==> src/rtl/mmio_io_arbiter.sv <==
`default_nettype none
// ============================================================================
// Module   : mmio_io_arbiter
// Brief    : N-channel MMIO arbiter with ack/timeout handshake and IRQ CSRs
// Revision : 1.0 - initial release
// ============================================================================
module mmio_io_arbiter #(
  parameter int                WORD_SIZE = 64,
  parameter int                ADDR_W    = 20,
  parameter int                IO_COUNT  = 4,
  parameter int                WIN_BITS  = 5,
  parameter logic [ADDR_W-1:0] IO_BASE   = ADDR_W'('h00000),
  parameter logic [ADDR_W-1:0] CSR_BASE  = ADDR_W'('h00080),
  parameter int                TIMEOUT   = 255
) (
  input  logic                          clk,
  input  logic                          rst_n,
  input  logic                          req_valid,
  output logic                          req_ready,
  input  logic                          req_dir,
  input  logic [ADDR_W-1:0]             req_addr,
  input  logic [WORD_SIZE-1:0]          req_wdata,
  output logic                          rsp_valid,
  output logic [WORD_SIZE-1:0]          rsp_rdata,
  output logic                          rsp_err,
  output logic [IO_COUNT-1:0]           io_req,
  output logic                          io_dir,
  output logic [WIN_BITS-1:0]           io_addr,
  output logic [WORD_SIZE-1:0]          io_wdata,
  input  logic [IO_COUNT-1:0]           io_ack,
  input  logic [IO_COUNT*WORD_SIZE-1:0] io_rdata,
  input  logic [IO_COUNT-1:0]           io_irq,
  output logic                          irq_out
);

  localparam int                SEL_W         = (IO_COUNT > 1) ? $clog2(IO_COUNT) : 1;
  localparam logic [ADDR_W-1:0] c_status_addr = CSR_BASE;
  localparam logic [ADDR_W-1:0] c_mask_addr   = CSR_BASE + ADDR_W'(1);

  typedef enum logic [1:0] {
    ST_IDLE     = 2'd0,
    ST_DEV_WAIT = 2'd1,
    ST_RESP     = 2'd2
  } state_t;

  state_t              r_state;
  logic [SEL_W-1:0]    r_sel;
  logic [7:0]          r_cnt;
  logic [IO_COUNT-1:0] r_pending;
  logic [IO_COUNT-1:0] r_mask;
  logic [IO_COUNT-1:0] r_irq_prev;

  logic [ADDR_W-1:0]    w_offset;
  logic [ADDR_W-1:0]    w_ch_idx;
  logic [SEL_W-1:0]     w_sel;
  logic [IO_COUNT-1:0]  w_onehot;
  logic                 w_dev_hit;
  logic                 w_status_hit;
  logic                 w_mask_hit;
  logic                 w_accept;
  logic                 w_status_rd;
  logic                 w_mask_wr;
  logic                 w_ack;
  logic [WORD_SIZE-1:0] w_dev_rdata;
  logic [IO_COUNT-1:0]  w_rise;

  assign req_ready    = (r_state == ST_IDLE);
  assign w_accept     = req_valid && (r_state == ST_IDLE);

  // Offset below IO_BASE wraps, so the lower-bound compare guards the decode.
  assign w_offset     = req_addr - IO_BASE;
  assign w_ch_idx     = w_offset >> WIN_BITS;
  assign w_sel        = w_ch_idx[SEL_W-1:0];
  assign w_onehot     = IO_COUNT'(1) << w_sel;
  assign w_dev_hit    = (req_addr >= IO_BASE) && (w_ch_idx < ADDR_W'(IO_COUNT));
  assign w_status_hit = (req_addr == c_status_addr);
  assign w_mask_hit   = (req_addr == c_mask_addr);

  assign w_status_rd  = w_accept && !w_dev_hit && w_status_hit && req_dir;
  assign w_mask_wr    = w_accept && !w_dev_hit && w_mask_hit && !req_dir;

  assign w_ack        = io_ack[r_sel];
  assign w_dev_rdata  = io_rdata[r_sel*WORD_SIZE +: WORD_SIZE];
  assign w_rise       = io_irq & ~r_irq_prev;

  always_ff @(posedge clk or negedge rst_n) begin
    if (!rst_n) begin
      r_state   <= ST_IDLE;
      r_sel     <= '0;
      r_cnt     <= '0;
      io_req    <= '0;
      io_dir    <= 1'b0;
      io_addr   <= '0;
      io_wdata  <= '0;
      rsp_valid <= 1'b0;
      rsp_err   <= 1'b0;
      rsp_rdata <= '0;
    end else begin
      case (r_state)
        ST_IDLE: begin
          rsp_valid <= 1'b0;
          rsp_err   <= 1'b0;
          rsp_rdata <= '0;
          if (w_accept) begin
            io_dir   <= req_dir;
            io_addr  <= w_offset[WIN_BITS-1:0];
            io_wdata <= req_wdata;
            r_cnt    <= '0;
            if (w_dev_hit) begin
              io_req  <= w_onehot;
              r_sel   <= w_sel;
              r_state <= ST_DEV_WAIT;
            end else begin
              rsp_valid <= 1'b1;
              r_state   <= ST_RESP;
              if (w_status_hit) begin
                rsp_rdata <= req_dir ? WORD_SIZE'(r_pending) : '0;
              end else if (w_mask_hit) begin
                rsp_rdata <= req_dir ? WORD_SIZE'(r_mask) : '0;
              end else begin
                rsp_err <= 1'b1;
              end
            end
          end
        end

        ST_DEV_WAIT: begin
          // An ack arriving on the expiry edge takes priority over the timeout.
          if (w_ack) begin
            io_req    <= '0;
            rsp_valid <= 1'b1;
            rsp_err   <= 1'b0;
            rsp_rdata <= io_dir ? w_dev_rdata : '0;
            r_state   <= ST_RESP;
          end else if (r_cnt == 8'(TIMEOUT)) begin
            io_req    <= '0;
            rsp_valid <= 1'b1;
            rsp_err   <= 1'b1;
            rsp_rdata <= '0;
            r_state   <= ST_RESP;
          end else begin
            r_cnt <= r_cnt + 8'd1;
          end
        end

        ST_RESP: begin
          rsp_valid <= 1'b0;
          rsp_err   <= 1'b0;
          rsp_rdata <= '0;
          r_state   <= ST_IDLE;
        end

        default: begin
          io_req    <= '0;
          rsp_valid <= 1'b0;
          rsp_err   <= 1'b0;
          rsp_rdata <= '0;
          r_state   <= ST_IDLE;
        end
      endcase
    end
  end

  // A STATUS read clears what it returned; a fresh edge in that cycle survives.
  always_ff @(posedge clk or negedge rst_n) begin
    if (!rst_n) begin
      r_irq_prev <= '0;
      r_pending  <= '0;
      r_mask     <= '0;
      irq_out    <= 1'b0;
    end else begin
      r_irq_prev <= io_irq;
      r_pending  <= w_status_rd ? w_rise : (r_pending | w_rise);
      if (w_mask_wr) begin
        r_mask <= req_wdata[IO_COUNT-1:0];
      end
      irq_out <= |(r_pending & r_mask);
    end
  end

endmodule
`default_nettype wire
==> config.mk <==
export PLATFORM = sky130hd
export DESIGN_NAME = mmio_io_arbiter
export DESIGN_NICKNAME = d
export VERILOG_FILES = /design/src/rtl/mmio_io_arbiter.sv
export SDC_FILE = /design/constraint.sdc
export NUM_CORES = 1
export LEC_CHECK = 0
export CAP_MARGIN = 5
export CORE_AREA = 2 2 193 195
export CTS_CLUSTER_DIAMETER = 100
export DETAILED_ROUTE_END_ITERATION = 12
export DIE_AREA = 0 0 195 197
export GPL_ROUTABILITY_DRIVEN = 0
export SLEW_MARGIN = 20
export SYNTH_ARGS = -nofsm -noshare
export SYNTH_HDL_FRONTEND = slang
export SYNTH_SLANG_ARGS = --single-unit
==> constraint.sdc <==
create_clock -name clk -period 2.2 [get_ports clk]
set_input_delay 0.22 -clock clk [delete_from_list [all_inputs] [get_ports clk]]
set_output_delay 0.22 -clock clk [all_outputs]
set_load 0.005 [all_outputs]
Word-level counts from Yosys, hierarchy flattened
Cells that the tools add are included.
{ "classes": {"add_sub_neg": 1, "n_lt_le_gt_ge": 3, "eq_ne": 10, "shifts": 2, "muxes": 38, "n_bitwise": 5, "n_reduce_logical": 17} }
{ "op_table": {"columns": ["cell", "n"], "rows": [
  ["$shiftx 256x9->64", 1],
  ["$mux 64", 3],
  ["$pmux 64 s2", 1],
  ["$mux 4", 11],
  ["$eq 20x8->1 const B", 2],
  ["$mux 8", 3],
  ["$ge 20x1->1 const B", 1],
  ["$pmux 8 s2", 1],
  ["$lt 15x3->1 const B", 1],
  ["$pmux 4 s3", 1],
  ["$mux 1", 10],
  ["$add 8x1->8 const B", 1],
  ["$and 4x4->4", 2],
  ["$eq 8x8->1 const B", 1],
  ["$mux 2", 4],
  ["$reduce_and 4->1", 2],
  ["$logic_and 1x1->1", 7],
  ["$ne 2x1->1 const B", 2],
  ["$ne 2x2->1 const B", 2],
  ["$not 4->4", 1],
  ["$or 4x4->4", 1],
  ["$pmux 1 s2", 2],
  ["$pmux 2 s2", 1],
  ["$reduce_and 2->1", 2],
  ["12 further kinds", 13]
]} }
{ "word_totals": {"regBits": 165, "in_bits": 352, "out_inout_bits": 142, "word_cells": 90} }

Depth between registers and ports, before layout
{ "logic_depth": {"word_depth": 7, "ltp_mapped": 7, "depth_no_buf": 5} }

Worst setup path after synthesis
OpenSTA, ideal clock, no wires.
{ "synth_timing": {"path_type": "input -> register", "from": "input req_addr[9]", "to": "register r_mask[0]", "setup_ns": 0.128, "arrival_time_ns": 2.020, "t_required_ns": 2.072, "path_slack_ns": 0.052, "stages": 4, "n_path_buf": 0, "cell_sequence": "or4_4 -> or4_4 -> nor4_4 -> mux2_1"} }
{ "synth_between": {"elab_chain_cells": 6, "elab_cells_between_ends": 8, "cone_classes": "2 x order compare; 1 x eq/ne; 5 x reduce/logical"} }
{ "synth_rtl": {"columns": ["item", "line_no", "rtl"], "rows": [
  ["start, declared", "21", "input logic [ADDR_W-1:0] req_addr,"],
  ["$ge 20x1->1 or $lt 15x3->1 (tied branches)", "75", "assign w_dev_hit = (req_addr >= IO_BASE) && (w_ch_idx < ADDR_W'(IO_COUNT));"],
  ["$logic_and 1x1->1", "75", null],
  ["$logic_not 1->1", "80", "assign w_mask_wr = w_accept && !w_dev_hit && w_mask_hit && !req_dir;"],
  ["$logic_and 1x1->1", "80", null],
  ["$logic_and 1x1->1 * (2 in a row)", "80", null],
  ["end signal, assigned", "175", "r_mask <= req_wdata[IO_COUNT-1:0];"],
  ["end, declared", "50", "logic [IO_COUNT-1:0] r_mask;"]
]} }
Every way passes the cells marked *; elsewhere a longest branch is shown, timed or not.
A chain may end at the register's enable or synchronous reset.

Final worst setup path
{ "layout_timing": {"from": "input req_addr[5]", "to": "register r_mask[0]"} }
Same word-level chain as after synthesis.

==> results.py <==
metrics = {
    "worst_setup_path": {
        "timing.rr.end": "rsp_rdata[5]$_DFFE_PN0P_",
        "end_kind": "register",
        "r2r_cells": 5,
        "worstPathRequired_ns": 2.53,
        "r2r_slack_ns": 0.08,
        "path_class": "input port to register",
        "critPathMaxFanout": 4,
        "critical_path_arrival_ns": 2.50,
        "start_kind": "input port",
        "r2r-start": "r_sel[0]$_DFFE_PN0P_",
    },
    "final_layout": {
        "fillers": 3522,
        "area_growth_syn_to_layout_pct": 82.5,
        "fin_nets": 1519,
        "antenna_cells": 0,
        "drive_gt1_share_pct": 13.8,
    },
    "timing": {
        "finalCriticalPeriod_ns": 2.17,
        "worst_slew_pin_slew_ns": 0.762,
        "slew_violations": 0,
        "fmax_ghz": 0.462,
        "setup_violations": 0,
        "hold_viol": 0,
        "rsz0062_at_grt": "no",
        "fin_setup_tns_ns": 0,
        "finalCritPeriodShare_pct": 98.5,
        "clock_skew_ns": 0.0195,
        "slew_headroom_pct": 49.2,
    },
    "clock_tree": {
        "cts_root_buf": "clkbuf_16",
        "clockBufferDepth": 2,
        "cts_tree": "done",
        "cts_buffers": 17,
        "htree_levels": 4,
        "clk_pin_slew_ns": 0.08,
        "clock_sinks": 165,
        "clk_latency_ns": 0.44,
    },
    "global_routing": {
        "grt_pass1_wl_um": 45500,
        "antenna_found_initial": 2,
        "grt_use_total_pct": 15.7,
        "grt_max_degree": 76,
        "grt_pass1_vias": 7703,
        "grt.overflow.total": 0,
    },
    "detailed_routing": {
        "first_iter_violations": 345,
        "ant_nets": 0,
        "vias_per_cell": 4.40,
        "vias": 7249,
        "drtPass1Iterations": 5,
        "wl_per_cell_um": 18.5,
        "wl_um": 30400,
        "drc": 0,
    },
    "floorplanning": {
        "num_io_pins": 494,
        "die-height_um": 197,
        "initial_core_util_pct": 21.6,
        "core_region_area_mm2": 0.0363,
        "die_w_um": 195,
        "fp.dieArea_mm2": 0.0384,
        "num_rows": 70,
    },
    "run": {
        "cap_viol_max_count": 0,
    },
    "min_path": {
        "whs_path_depth": 3,
        "hp-start": "req_addr[4]",
        "whs_endpoint": "io_addr[4]$_DFFE_PN0P_",
        "hp-class": "input port to register",
    },
    "pwr": {
        "leakagePower_nw": 5.98,
        "pwr_density_cell_mw_per_mm2": 553,
        "ir_worst_vdd_uv": 353,
        "fin_total_pwr_w": 0.00790,
    },
    "synthesis": {
        "synth_top_area_share_pct": 52.7,
        "synth-seq-area-share_pct": 52.7,
        "synth.area.top_cells": "dfrtp_1 53%, mux4_2 19%, nand2_1 10%, a22o_1 7.3%, clkbuf_1 1.6%",
        "synth.distinct_cells": 43,
        "ys.flop_type": "dfrtp_1",
        "synth-seq-cells": 165,
        "async_flop_share_pct": 100,
        "synth_area_leader_cell": "dfrtp_1",
        "ys_warn_count": 0,
        "syn-num-nets": 1009,
        "avgSynthCellArea_um2": 11.9,
        "synthCells": 656,
        "synth_edf_count": 0,
        "syn_area_mm2": 0.00783,
    },
    "placed_design": {
        "dp_hpwl_um": 23700,
        "port_buffers": 493,
    },
    "outcome": {
        "status": "completed",
    },
}
worst max-delay path, cell delays in order:
cell and delay, ns:
clkdlybuf4s50_1 0.45, or4b_4 0.55, or4_4 0.53, nor4_4 0.26, buf_4 0.19, mux2_4 0.30
metal layers:
layer	part of all wire (%)	routed length, um	vias to the layer above	global-route usage, %
li1	-	-	3420	-
met1	42	12800	3521	19.9
met2	50	15200	270	25.9
met3	6.2	1890	34	4.19
met4	1.6	501	4	5.17
met5	0.089	27	-	0
cell families (layout without fill, tap and decap cells):
family	after synthesis	count (layout)	share of synthesized area, %
compound gates	97	97	10.2
fa+ha+maj	1	1	0.160
buf+inv	56	579	2.80
flops	165	165	52.7
mux	75	75	20.0
simple gates	262	262	14.1
state kept, by name (all words and copies together) (netlist names), 2 cells and up:
| name | count |
|---|---|
| r_cnt | 8 |
| io_wdata | 64 |
| io_addr | 5 |
| r_pending | 4 |
| r_irq_prev | 4 |
| rsp_rdata | 64 |
| io_req | 4 |
| r_state | 2 |
| r_mask | 4 |
| r_sel | 2 |
Yosys cell counts (all sizes together), types with 2 or more instances:
| cell type | instances |
|---|---|
| mux2i | 5 |
| a22o | 65 |
| dfrtp | 165 |
| o311ai | 3 |
| buf | 15 |
| nand3 | 4 |
| or3b | 2 |
| nor4 | 4 |
| nand2 | 219 |
| or3 | 3 |
| o22ai | 2 |
| o31ai | 3 |
| clkbuf | 34 |
| inv | 7 |
| or4 | 5 |
| nor3 | 7 |
| or2 | 2 |
| mux2 | 5 |
| a22oi | 2 |
| a32o | 4 |
| mux4 | 65 |
| o21ai | 9 |
| a21oi | 2 |
| nor2 | 8 |
| a32oi | 4 |
how the worst max path moves through the flow:
stage          cells after the start            startpoint  slack (ns)                    end
2_1_floorplan                      4           req_addr[9]        0.05  r_mask[0]$_DFFE_PN0P_
3_3_place_gp                       5           req_addr[9]       -0.49  r_mask[3]$_DFFE_PN0P_
3_5_place_dp                       5           req_addr[9]       -0.52  r_mask[0]$_DFFE_PN0P_
4_1_cts                            6           req_addr[5]       0.001  r_mask[1]$_DFFE_PN0P_
5_1_grt                            5  r_sel[0]$_DFFE_PN0P_       0.003   r_cnt[4]$_DFFE_PN0P_
6_report                           6           req_addr[5]        0.03  r_mask[0]$_DFFE_PN0P_
timing repair:
action,4_1_cts,5_1_grt
endpoints found under the hold margin,41,0
buffers inserted,2,2
pin swaps,3,3
resized for setup,4,8
setup endpoints to repair,4,12
hold buffers,1,0
where the power goes:
part	internal [W]	switching (W)	total (W)	leakage [nW]
clock network	0.00167	0.00145	0.00312	0.304
registers	0.00321	0.0000910	0.00330	2.15
logic	0.00101	0.000470	0.00148	3.52
cell usage in the layout (no fill, tap or decap), types with 4 or more instances in the layout:
cell / n
mux4_2: 65
buf_12: 8
nor2_1: 7
buf_4: 38
a22o_1: 65
inv_8: 4
o21ai_0: 9
mux2_4: 4
nand2_1: 219
clkinv_8: 4
clkbuf_16: 17
a32o_1: 4
clkdlybuf4s50_1: 489
inv_1: 7
a32oi_1: 4
dfrtp_1: 163
nor3_1: 7
mux2i_1: 5
nand3_1: 4
area by class of cell:
class | instances | area (um^2) | area share [%]
well taps | 468 | 586 | 4.10
inverters | 7 | 26.3 | 0.184
repair buffers | 540 | 5400 | 37.7
flip-flops and latches | 165 | 4140 | 28.9
multi-input cells | 435 | 3530 | 24.7
clock buffers | 18 | 439 | 3.07
clock inverters | 14 | 184 | 1.29
stage by stage:
step                      cells  setup WS (ns)  util (%)  hold slack (ns)  instance area (um^2)
after floorplan             656         0.0522         -          -0.0756                  7830
after global placement     1610         -0.489      37.5            0.177                 13600
after detailed placement   1610         -0.517      37.5            0.170                 13600
after CTS                  1645        0.00140      39.3            0.123                 14300
after global routing       1647        0.00307      39.4            0.160                 14300
final                      1647         0.0333      39.4            0.161                 14300
Note: power is estimated with default switching activity, not from simulation.
